`config.mk`:
```
export PLATFORM = sky130hd
export DESIGN_NAME = mycpu_pipe_ctrl
export DESIGN_NICKNAME = d
export VERILOG_FILES = /design/src/rtl/mycpu_pipe_ctrl.sv
export SDC_FILE = /design/constraint.sdc
export NUM_CORES = 1
export LEC_CHECK = 0
export CAP_MARGIN = 15
export CORE_MARGIN = 8
export CORE_UTILIZATION = 51
export DETAILED_ROUTE_END_ITERATION = 7
export PLACE_DENSITY = 0.83
export REMOVE_ABC_BUFFERS = 1
export SETUP_SLACK_MARGIN = 0.5
export SLEW_MARGIN = 20
export SYNTH_ARGS = -nofsm -noshare
export SYNTH_HDL_FRONTEND = slang
export SYNTH_SLANG_ARGS = --single-unit
```
`constraint.sdc`:
```
create_clock -name clk -period 3.3 [get_ports clk]
set_input_delay 0.495 -clock clk [delete_from_list [all_inputs] [get_ports clk]]
set_output_delay 0.495 -clock clk [all_outputs]
set_load 0.1 [all_outputs]
```
`src/rtl/mycpu_pipe_ctrl.sv`:
```
// Pipeline sequencer for the 5-stage MIPS core: stage valids and handshakes, RAW hazard
// detection, A/B operand forwarding select, multi-cycle EX hold and ID-resolved PC redirect.
module mycpu_pipe_ctrl #(
   parameter int MULTI_CYCLES = 8,
   parameter bit FWD_EN       = 1'b1
) (
   input  logic       clk,
   input  logic       rst,
   input  logic       if_valid_in,
   input  logic [4:0] id_rs,
   input  logic [4:0] id_rt,
   input  logic       id_use_rs,
   input  logic       id_use_rt,
   input  logic       id_wen,
   input  logic [4:0] id_dst,
   input  logic       id_is_load,
   input  logic       id_is_multi,
   input  logic       id_br_taken,
   output logic       if_allowin,
   output logic       id_valid,
   output logic       ex_valid,
   output logic       mem_valid,
   output logic       wb_valid,
   output logic       stall_id,
   output logic [1:0] fwd_a_sel,
   output logic [1:0] fwd_b_sel,
   output logic       pc_redirect,
   output logic       ex_busy
);

   localparam int CW = (MULTI_CYCLES > 2) ? $clog2(MULTI_CYCLES) : 1;
   localparam logic [CW-1:0] CNT_LOAD = CW'(MULTI_CYCLES - 1);

   logic          id_valid_reg, ex_valid_reg, mem_valid_reg, wb_valid_reg;
   logic          ex_wen_reg, mem_wen_reg, wb_wen_reg;
   logic [4:0]    ex_dst_reg, mem_dst_reg, wb_dst_reg;
   logic          ex_is_load_reg;
   logic [CW-1:0] cnt_reg;

   logic allowin_wb, allowin_mem, allowin_ex, allowin_id;
   logic ready_go_ex, ready_go_id, hazard;

   logic [1:0][4:0] src;
   logic [1:0]      src_used, hit_ex, hit_mem, hit_wb;
   logic [1:0][1:0] sel;

   assign src      = {id_rt, id_rs};
   assign src_used = {id_use_rt, id_use_rs};

   // Per-operand match against each downstream stage; r0 never produces a hit.
   generate
      for (genvar gi = 0; gi < 2; gi++) begin : g_src
         logic live;
         assign live        = src_used[gi] & (src[gi] != 5'd0);
         assign hit_ex[gi]  = live & ex_valid_reg  & ex_wen_reg  & (ex_dst_reg  == src[gi]);
         assign hit_mem[gi] = live & mem_valid_reg & mem_wen_reg & (mem_dst_reg == src[gi]);
         assign hit_wb[gi]  = live & wb_valid_reg  & wb_wen_reg  & (wb_dst_reg  == src[gi]);
         assign sel[gi]     = (!FWD_EN || hazard) ? 2'b00 :
                              hit_ex[gi]          ? 2'b01 :
                              hit_mem[gi]         ? 2'b10 :
                              hit_wb[gi]          ? 2'b11 : 2'b00;
      end
   endgenerate

   // With forwarding only a load still in EX is unresolvable; without it any pending write is.
   assign hazard = FWD_EN ? (ex_is_load_reg & (|hit_ex))
                          : (|(hit_ex | hit_mem | hit_wb));

   assign ready_go_id = ~hazard;
   assign ready_go_ex = (cnt_reg == '0);
   assign allowin_wb  = 1'b1;
   assign allowin_mem = ~mem_valid_reg | allowin_wb;
   assign allowin_ex  = ~ex_valid_reg | (ready_go_ex & allowin_mem);
   assign allowin_id  = ~id_valid_reg | (ready_go_id & allowin_ex);

   assign if_allowin  = allowin_id;
   assign id_valid    = id_valid_reg;
   assign ex_valid    = ex_valid_reg;
   assign mem_valid   = mem_valid_reg;
   assign wb_valid    = wb_valid_reg;
   assign stall_id    = id_valid_reg & ~ready_go_id;
   assign fwd_a_sel   = sel[0];
   assign fwd_b_sel   = sel[1];
   assign pc_redirect = id_valid_reg & id_br_taken & ready_go_id & allowin_ex;
   assign ex_busy     = ex_valid_reg & (cnt_reg != '0);

   always_ff @(posedge clk) begin
      if (rst) begin
         id_valid_reg   <= 1'b0;
         ex_valid_reg   <= 1'b0;
         mem_valid_reg  <= 1'b0;
         wb_valid_reg   <= 1'b0;
         ex_wen_reg     <= 1'b0;
         mem_wen_reg    <= 1'b0;
         wb_wen_reg     <= 1'b0;
         ex_dst_reg     <= 5'd0;
         mem_dst_reg    <= 5'd0;
         wb_dst_reg     <= 5'd0;
         ex_is_load_reg <= 1'b0;
         cnt_reg        <= '0;
      end else begin
         if (allowin_id)
            id_valid_reg <= if_valid_in;
         if (allowin_ex) begin
            ex_valid_reg   <= id_valid_reg & ready_go_id;
            ex_wen_reg     <= id_wen;
            ex_dst_reg     <= id_dst;
            ex_is_load_reg <= id_is_load;
         end
         if (allowin_mem) begin
            mem_valid_reg <= ex_valid_reg & ready_go_ex;
            mem_wen_reg   <= ex_wen_reg;
            mem_dst_reg   <= ex_dst_reg;
         end
         wb_valid_reg <= mem_valid_reg;
         wb_wen_reg   <= mem_wen_reg;
         wb_dst_reg   <= mem_dst_reg;
         // Counter arms as a multi-cycle op enters EX and runs down to zero.
         if (allowin_ex && id_valid_reg && ready_go_id && id_is_multi)
            cnt_reg <= CNT_LOAD;
         else if (cnt_reg != '0)
            cnt_reg <= cnt_reg - 1'b1;
      end
   end

endmodule

```
==> impl_metrics.env, run 1 <==
export IMPL_place_ws_ns=0.2128
export IMPL_p_switching_uw=309.2
export IMPL_fmax_ghz=0.3615
export IMPL_n_antenna_cell=0
export IMPL_ys_ff_latch=26
export IMPL_grt_max_degree=28
export IMPL_ios=36
export IMPL_slew_viol_final=0
export IMPL_die_area_um2=4604
export IMPL_wl_per_cell_um=16.13
export IMPL_switching_share_pct=33.77
export IMPL_wl_mm=3.661
export IMPL_tightestPinTransition_ns=0.9687
export IMPL_yosysWarnings=0
export IMPL_pwr_density_cell_nw_per_um2=468.8
export IMPL_critPathLaunchType="input pin"
export IMPL_grt_usage_pct=15.29
export IMPL_htreeDepth=1
export IMPL_cap_viol_max_count=0
export IMPL_fin_crit_sh_pct=83.83
export IMPL_end_kind="primary output"
export IMPL_synthDistinctLibCells=30
export IMPL_p_leak_uw=0.0007430
export IMPL_clockPowerShare_pct=23.1
export IMPL_setup_slack_ns=0.5338
export IMPL_viasPerCell=5.423
export IMPL_grt_overflow=0
export IMPL_p_comb_share_pct=34.4
export IMPL_clkTransAtPathRegs_ns=0.14
export IMPL_instances_no_fill=227
export IMPL_clk_latency_ns=0.31
export IMPL_worst_hold_path_type="flip-flop to flip-flop"
export IMPL_routabilityCongestion=0.9166
export IMPL_clk_path_buf_depth=2
export IMPL_ys_seq_area_share_pct=37.96
export IMPL_fillerInstances=198
export IMPL_worstPathRequired_ns=2.80
export IMPL_cts_buffers=3
export IMPL_crit_type="input pin to primary output"
export IMPL_final_cell_mix="xnor2_1 (27), dfxtp_1 (26), nand2_1 (20)"
export IMPL_setup_viol=0
export IMPL_drt_iter0_markers=43
export IMPL_peakVddDrop_mv=0.3798
export IMPL_cts_root_buf="clkbuf_4"
export IMPL_final_common_cell="xnor2_1"
export IMPL_finalClockSkew_ns=0.004896
export IMPL_antenna_found_initial=0
export IMPL_clock_sinks=26
export IMPL_rows=19
export IMPL_syn2layout_area_growth_pct=42.43
export IMPL_cp_max_fo=4
export IMPL_hold_violations=0
export IMPL_fin_nets=223
export IMPL_grt_setup_unrepaired="false"
export IMPL_die_w_um=67.86
export IMPL_grt_pass1_wl_mm=5.513
export IMPL_drive_gt1_share_pct=19.90
export IMPL_portBuffers=35
export IMPL_drt_first_pass_iters=4
export IMPL_placedCellCount=215
export IMPL_pwr_share_seq_pct=42.5
export IMPL_grt_pass1_vias=1210
export IMPL_drc_errors=0
export IMPL_cts_tree="done"
export IMPL_synth_area_um2=1371
export IMPL_syn_inst=155
export IMPL_dp_hpwl_mm=2.638
export IMPL_internal_power_uw=606.5
export IMPL_postRouteAntennaNets=0
export IMPL_core_area_um2=2663
export IMPL_avgSynthCellArea_um2=8.847
export IMPL_initial_core_util_pct=51.50
export IMPL_relSlewSlack_pct=35.22
export IMPL_die_h_um=67.86
export IMPL_crit_arrival_ns=2.27
export IMPL_outcome="complete, no violations"
export IMPL_min_period_ns=2.766
export IMPL_vias=1231
[synthesized netlist by cell type]
cell | number | area share, %
o31ai_1 | 3 | 1.6
a21oi_4 | 1 | 1.2
mux2i_1 | 1 | 0.73
or3_1 | 2 | 0.91
nor2_1 | 4 | 1.1
nor4_1 | 2 | 0.91
a21oi_1 | 10 | 3.6
a311oi_1 | 1 | 0.64
xor2_1 | 4 | 2.6
buf_6 | 2 | 1.6
nand2b_1 | 4 | 1.8
nand4_1 | 6 | 2.7
o211a_1 | 2 | 1.5
a211o_1 | 1 | 0.64
nor2b_1 | 14 | 6.4
clkbuf_1 | 3 | 0.82
nand2_1 | 21 | 5.7
nand3_1 | 3 | 1.1
nor3b_1 | 1 | 0.55
o2bb2ai_1 | 1 | 0.64
xnor2_1 | 27 | 17
ha_1 | 2 | 1.8
or4_1 | 4 | 2.2
inv_1 | 4 | 1.1
o21ai_2 | 2 | 1.3
o21ai_1 | 1 | 0.36
and2_1 | 1 | 0.46
or2_2 | 1 | 0.46
dfxtp_1 | 26 | 38
buf_1 | 1 | 0.27
[critical path: stages]
cell	delay, ns
dlygate4sd2_1	0.29
or4_4	0.56
o21ai_4	0.17
or3_4	0.17
a21oi_4	0.07
buf_4	0.16
a21oi_2	0.15
buf_12	0.19
[power groups by stage]
stage	logic, uW	registers [uW]	clock network, uW
6_report	315	389	212
5_1_grt	342	394	229
4_1_cts	303	387	216
3_5_place_dp	301	393	0
3_3_place_gp	291	390	0
2_1_floorplan	190	411	0
[layer usage]
metal	vias to the layer above	GRT usage [%]	wire (um)
li1	606	-	-
met1	574	19.98	1561
met2	43	24.50	1754
met3	8	3.437	257
met4	0	4.859	87
met5	-	0	0
[through the flow]
step	cell area, um2	setup TNS, ns	util, %	total power [uW]	hold WS [ns]
2_1_floorplan	1334	-0.7492	-	600.4	0.4385
3_5_place_dp	1785	0	67.06	694.2	0.4671
4_1_cts	1882	0	70.68	906.0	0.4868
5_1_grt	1953	0	73.36	964.7	0.5077
6_report	1953	0	73.36	915.7	0.4831
3_3_place_gp	1785	0	67.06	681.2	0.4439
[logic make-up after synthesis]
group	Yosys count	synth area share, %
DFF	26	37.96
adders and majority gates	2	1.825
xor gates and xnor gates	31	19.80
and+or+nand+nor	63	24.36
muxes	1	0.7300
AOI/OAI and AO/OA	22	11.50
buffers and inverters	10	3.831
[area by class of cell]
type | count | area, um2 | share of cell area [%]
clock inverters | 1 | 30.03 | 1.537
clock buffers | 3 | 22.52 | 1.153
flip-flops and latches | 26 | 520.5 | 26.65
inverters | 4 | 18.77 | 0.9609
well taps | 31 | 38.79 | 1.986
repair buffers | 43 | 452.9 | 23.19
multi-input cells | 119 | 869.6 | 44.52
[path summary, 6_finish.rpt]
check,cells after the start,startpoint,to,slack [ns]
max,8,id_rt[1],fwd_a_sel[0],0.53
min,1,mem_wen_reg$_SDFF_PP0_,wb_wen_reg$_SDFF_PP0_,0.48
max reg2reg,7,ex_dst_reg[4]$_SDFFE_PP0N_,id_valid$_SDFFE_PP0P_,1.42
min reg2reg,1,mem_wen_reg$_SDFF_PP0_,wb_wen_reg$_SDFF_PP0_,0.48
[repair_timing]
item / in CTS / in global routing
gates cloned: 0 / 0
endpoints found under the setup margin: 7 / 5
resized for setup: 17 / 13
hold buffers: 0 / 0
pin swaps: 1 / 5
buffers inserted: 4 / 4
Note: power is estimated with default switching activity, not from simulation.
==> inputs of run 2 (changes only) <==
CORE_UTILIZATION = 43   (was 51)
PLACE_DENSITY = 0.75   (was 0.83)
clock period = 2.3 ns   (was 3.3 ns; I/O delays follow)
==> run 2 against run 1 <==
Net effect: the flow now finishes with violations (negative setup slack); combinational power grew 75%; clock power grew 43%; worst hold slack gained 0.0058 ns; sequential power grew 45%; count of clock-buffer cells in the layout is the same; register-to-register slack lost 0.96 ns; cell count grew 13%; first-iteration DRC count grew 130%; sequential cell count is the same; critical path depth shrank 1; final area grew 15%; clock skew shrank 0.0016 ns; critical path type is now flip-flop to primary output; largest cell class unchanged.
==> impl_metrics.env, run 2 (same netlist as run 1, synthesis figures left out) <==
export IMPL_crit_arrival_ns=2.00
export IMPL_rows=20
export IMPL_htreeDepth=1
export IMPL_crit_type="flip-flop to primary output"
export IMPL_cts_hold_buf=0
export IMPL_cp_max_fo=5
export IMPL_min_period_ns=2.346
export IMPL_slew_viol_final=0
export IMPL_hold_violations=0
export IMPL_grt_pass1_vias=1403
export IMPL_clock_sinks=26
export IMPL_viasPerCell=5.051
export IMPL_grt_overflow=0
export IMPL_cts_buffers=3
export IMPL_slowest_stage="or3_4"
export IMPL_fin_crit_sh_pct=102.0
export IMPL_drt_iter0_markers=97
export IMPL_antenna_found_initial=0
export IMPL_cp_cell_sequence="xnor2_1 -> nand4_1 -> or3_4 -> a21oi_4 -> buf_6 -> a21oi_4 -> buf_12"
export IMPL_dp_hpwl_mm=2.802
export IMPL_grt_max_degree=20
export IMPL_instances_no_fill=257
export IMPL_crit_buf_inv=2
export IMPL_clk_latency_ns=0.31
export IMPL_syn2layout_area_growth_pct=63.96
export IMPL_vias=1298
export IMPL_peakVddDrop_mv=0.3374
export IMPL_setup_slack_ns=-0.04645
export IMPL_critPathLaunchType="flip-flop"
export IMPL_clkTransAtPathRegs_ns=0.14
export IMPL_grt_setup_unrepaired="true"
export IMPL_drc_errors=0
export IMPL_fillerInstances=231
export IMPL_cap_viol_max_count=0
export IMPL_wl_mm=4.101
export IMPL_n_antenna_cell=0
export IMPL_final_common_cell="buf_4"
export IMPL_violations="negative setup slack"
export IMPL_ios=36
export IMPL_outcome="finished, violations left"
export IMPL_p_leak_uw=0.0008900
export IMPL_crit_path_frequent_cell="a21oi_4"
export IMPL_placedCellCount=247
export IMPL_drt_first_pass_iters=5
export IMPL_utilization_pct=73.65
export IMPL_setup_viol=6
export IMPL_final_cell_mix="buf_4 (26), nand2_1 (20), xnor2_1 (19)"
export IMPL_core_area_um2=3053
export IMPL_drive_gt1_share_pct=43.66
export IMPL_hold_ws_ns=0.4889
export IMPL_critPathMaxStageDelay_ns=0.41
export IMPL_initial_core_util_pct=44.92
export IMPL_critical_path_top_delay_family="simple AND/OR/NAND/NOR gates"
export IMPL_fmax_ghz=0.4262
export IMPL_fin_nets=240
export IMPL_place_ws_ns=-0.3776
export IMPL_worst_hold_path_type="flip-flop to flip-flop"
export IMPL_grt_usage_pct=16.26
export IMPL_wl_per_cell_um=15.96
export IMPL_routabilityCongestion=0.9195
export IMPL_finalClockSkew_ns=0.003340
export IMPL_placed_cell_area_um2=1952
export IMPL_die_area_um2=5252
export IMPL_clk_path_buf_depth=2
export IMPL_cts_tree="done"
export IMPL_postRouteAntennaNets=0
export IMPL_grt_pass1_wl_mm=6.886
export IMPL_portBuffers=35
export IMPL_pwr_density_cell_nw_per_um2=632.0
export IMPL_tightestPinTransition_ns=0.3207
export IMPL_relSlewSlack_pct=78.55
export IMPL_die_w_um=72.47
export IMPL_final_area_um2=2248
export IMPL_worstPathRequired_ns=1.96
export IMPL_end_kind="primary output"
export IMPL_die_h_um=72.47
export IMPL_cts_root_buf="clkbuf_4"
## run 2: area by class of cell
class / instances / area [um2] / share of cell area [%]
timing repair buffer: 60 / 594.3 / 26.43
inverter: 4 / 17.52 / 0.7791
sequential: 26 / 544.3 / 24.21
multi-input combinational: 119 / 984.7 / 43.80
clock buffer: 3 / 22.52 / 1.002
tap: 44 / 55.05 / 2.449
clock inverter: 1 / 30.03 / 1.336
## run 2: worst register-to-register path: cells and delay by family, from the launching register on
kind                      cells  cell delay (ns)
AOI/OAI and AO/OA             2             0.31
xor gates and xnor gates      1             0.17
DFF                           1             0.37
buffers and inverters         3             0.36
and+or+nand+nor               2             0.54
## run 2: what timing repair did
| item | 4_1_cts | 5_1_grt |
|---|---|---|
| pin swaps | 19 | 5 |
| resized for setup | 84 | 6 |
| setup endpoints to repair | 12 | 10 |
| gates cloned | 0 | 0 |
| setup buffers | 5 | 1 |
## run 2: per-layer routing
metal	global-route usage [%]	vias up	wire (um)
li1	-	642	-
met1	19.23	612	1869
met2	28.79	36	2015
met3	2.479	8	139
met4	5.778	0	77
met5	0	-	0
## run 2: final timing paths
kind	from	to	slack, ns	depth (start not counted)
max	ex_dst_reg[1]$_SDFFE_PP0N_	fwd_b_sel[0]	-0.05	7
min	mem_wen_reg$_SDFF_PP0_	wb_wen_reg$_SDFF_PP0_	0.49	1
max reg2reg	ex_dst_reg[1]$_SDFFE_PP0N_	cnt_reg[0]$_SDFFE_PP0P_	0.46	8
min reg2reg	mem_wen_reg$_SDFF_PP0_	wb_wen_reg$_SDFF_PP0_	0.49	1
## run 2: report_power, final
part | internal [uW] | switching, uW | total (uW)
registers | 511 | 54.0 | 565
clock network | 176 | 128 | 304
logic | 260 | 293 | 552
## run 2: stage by stage
step	setup TNS [ns]	power (uW)
final	-0.2284	1421
after global routing	-0.6553	1498
after CTS	-0.003908	1409
after detailed placement	-2.373	1032
after global placement	-2.141	1011
after floorplan	-8.668	861.5
==> inputs of run 3 (changes only) <==
CAP_MARGIN = default   (was 15)
==> results of run 3 <==
Same layout as run 2: the final DEF is identical, and so are final timing and power.
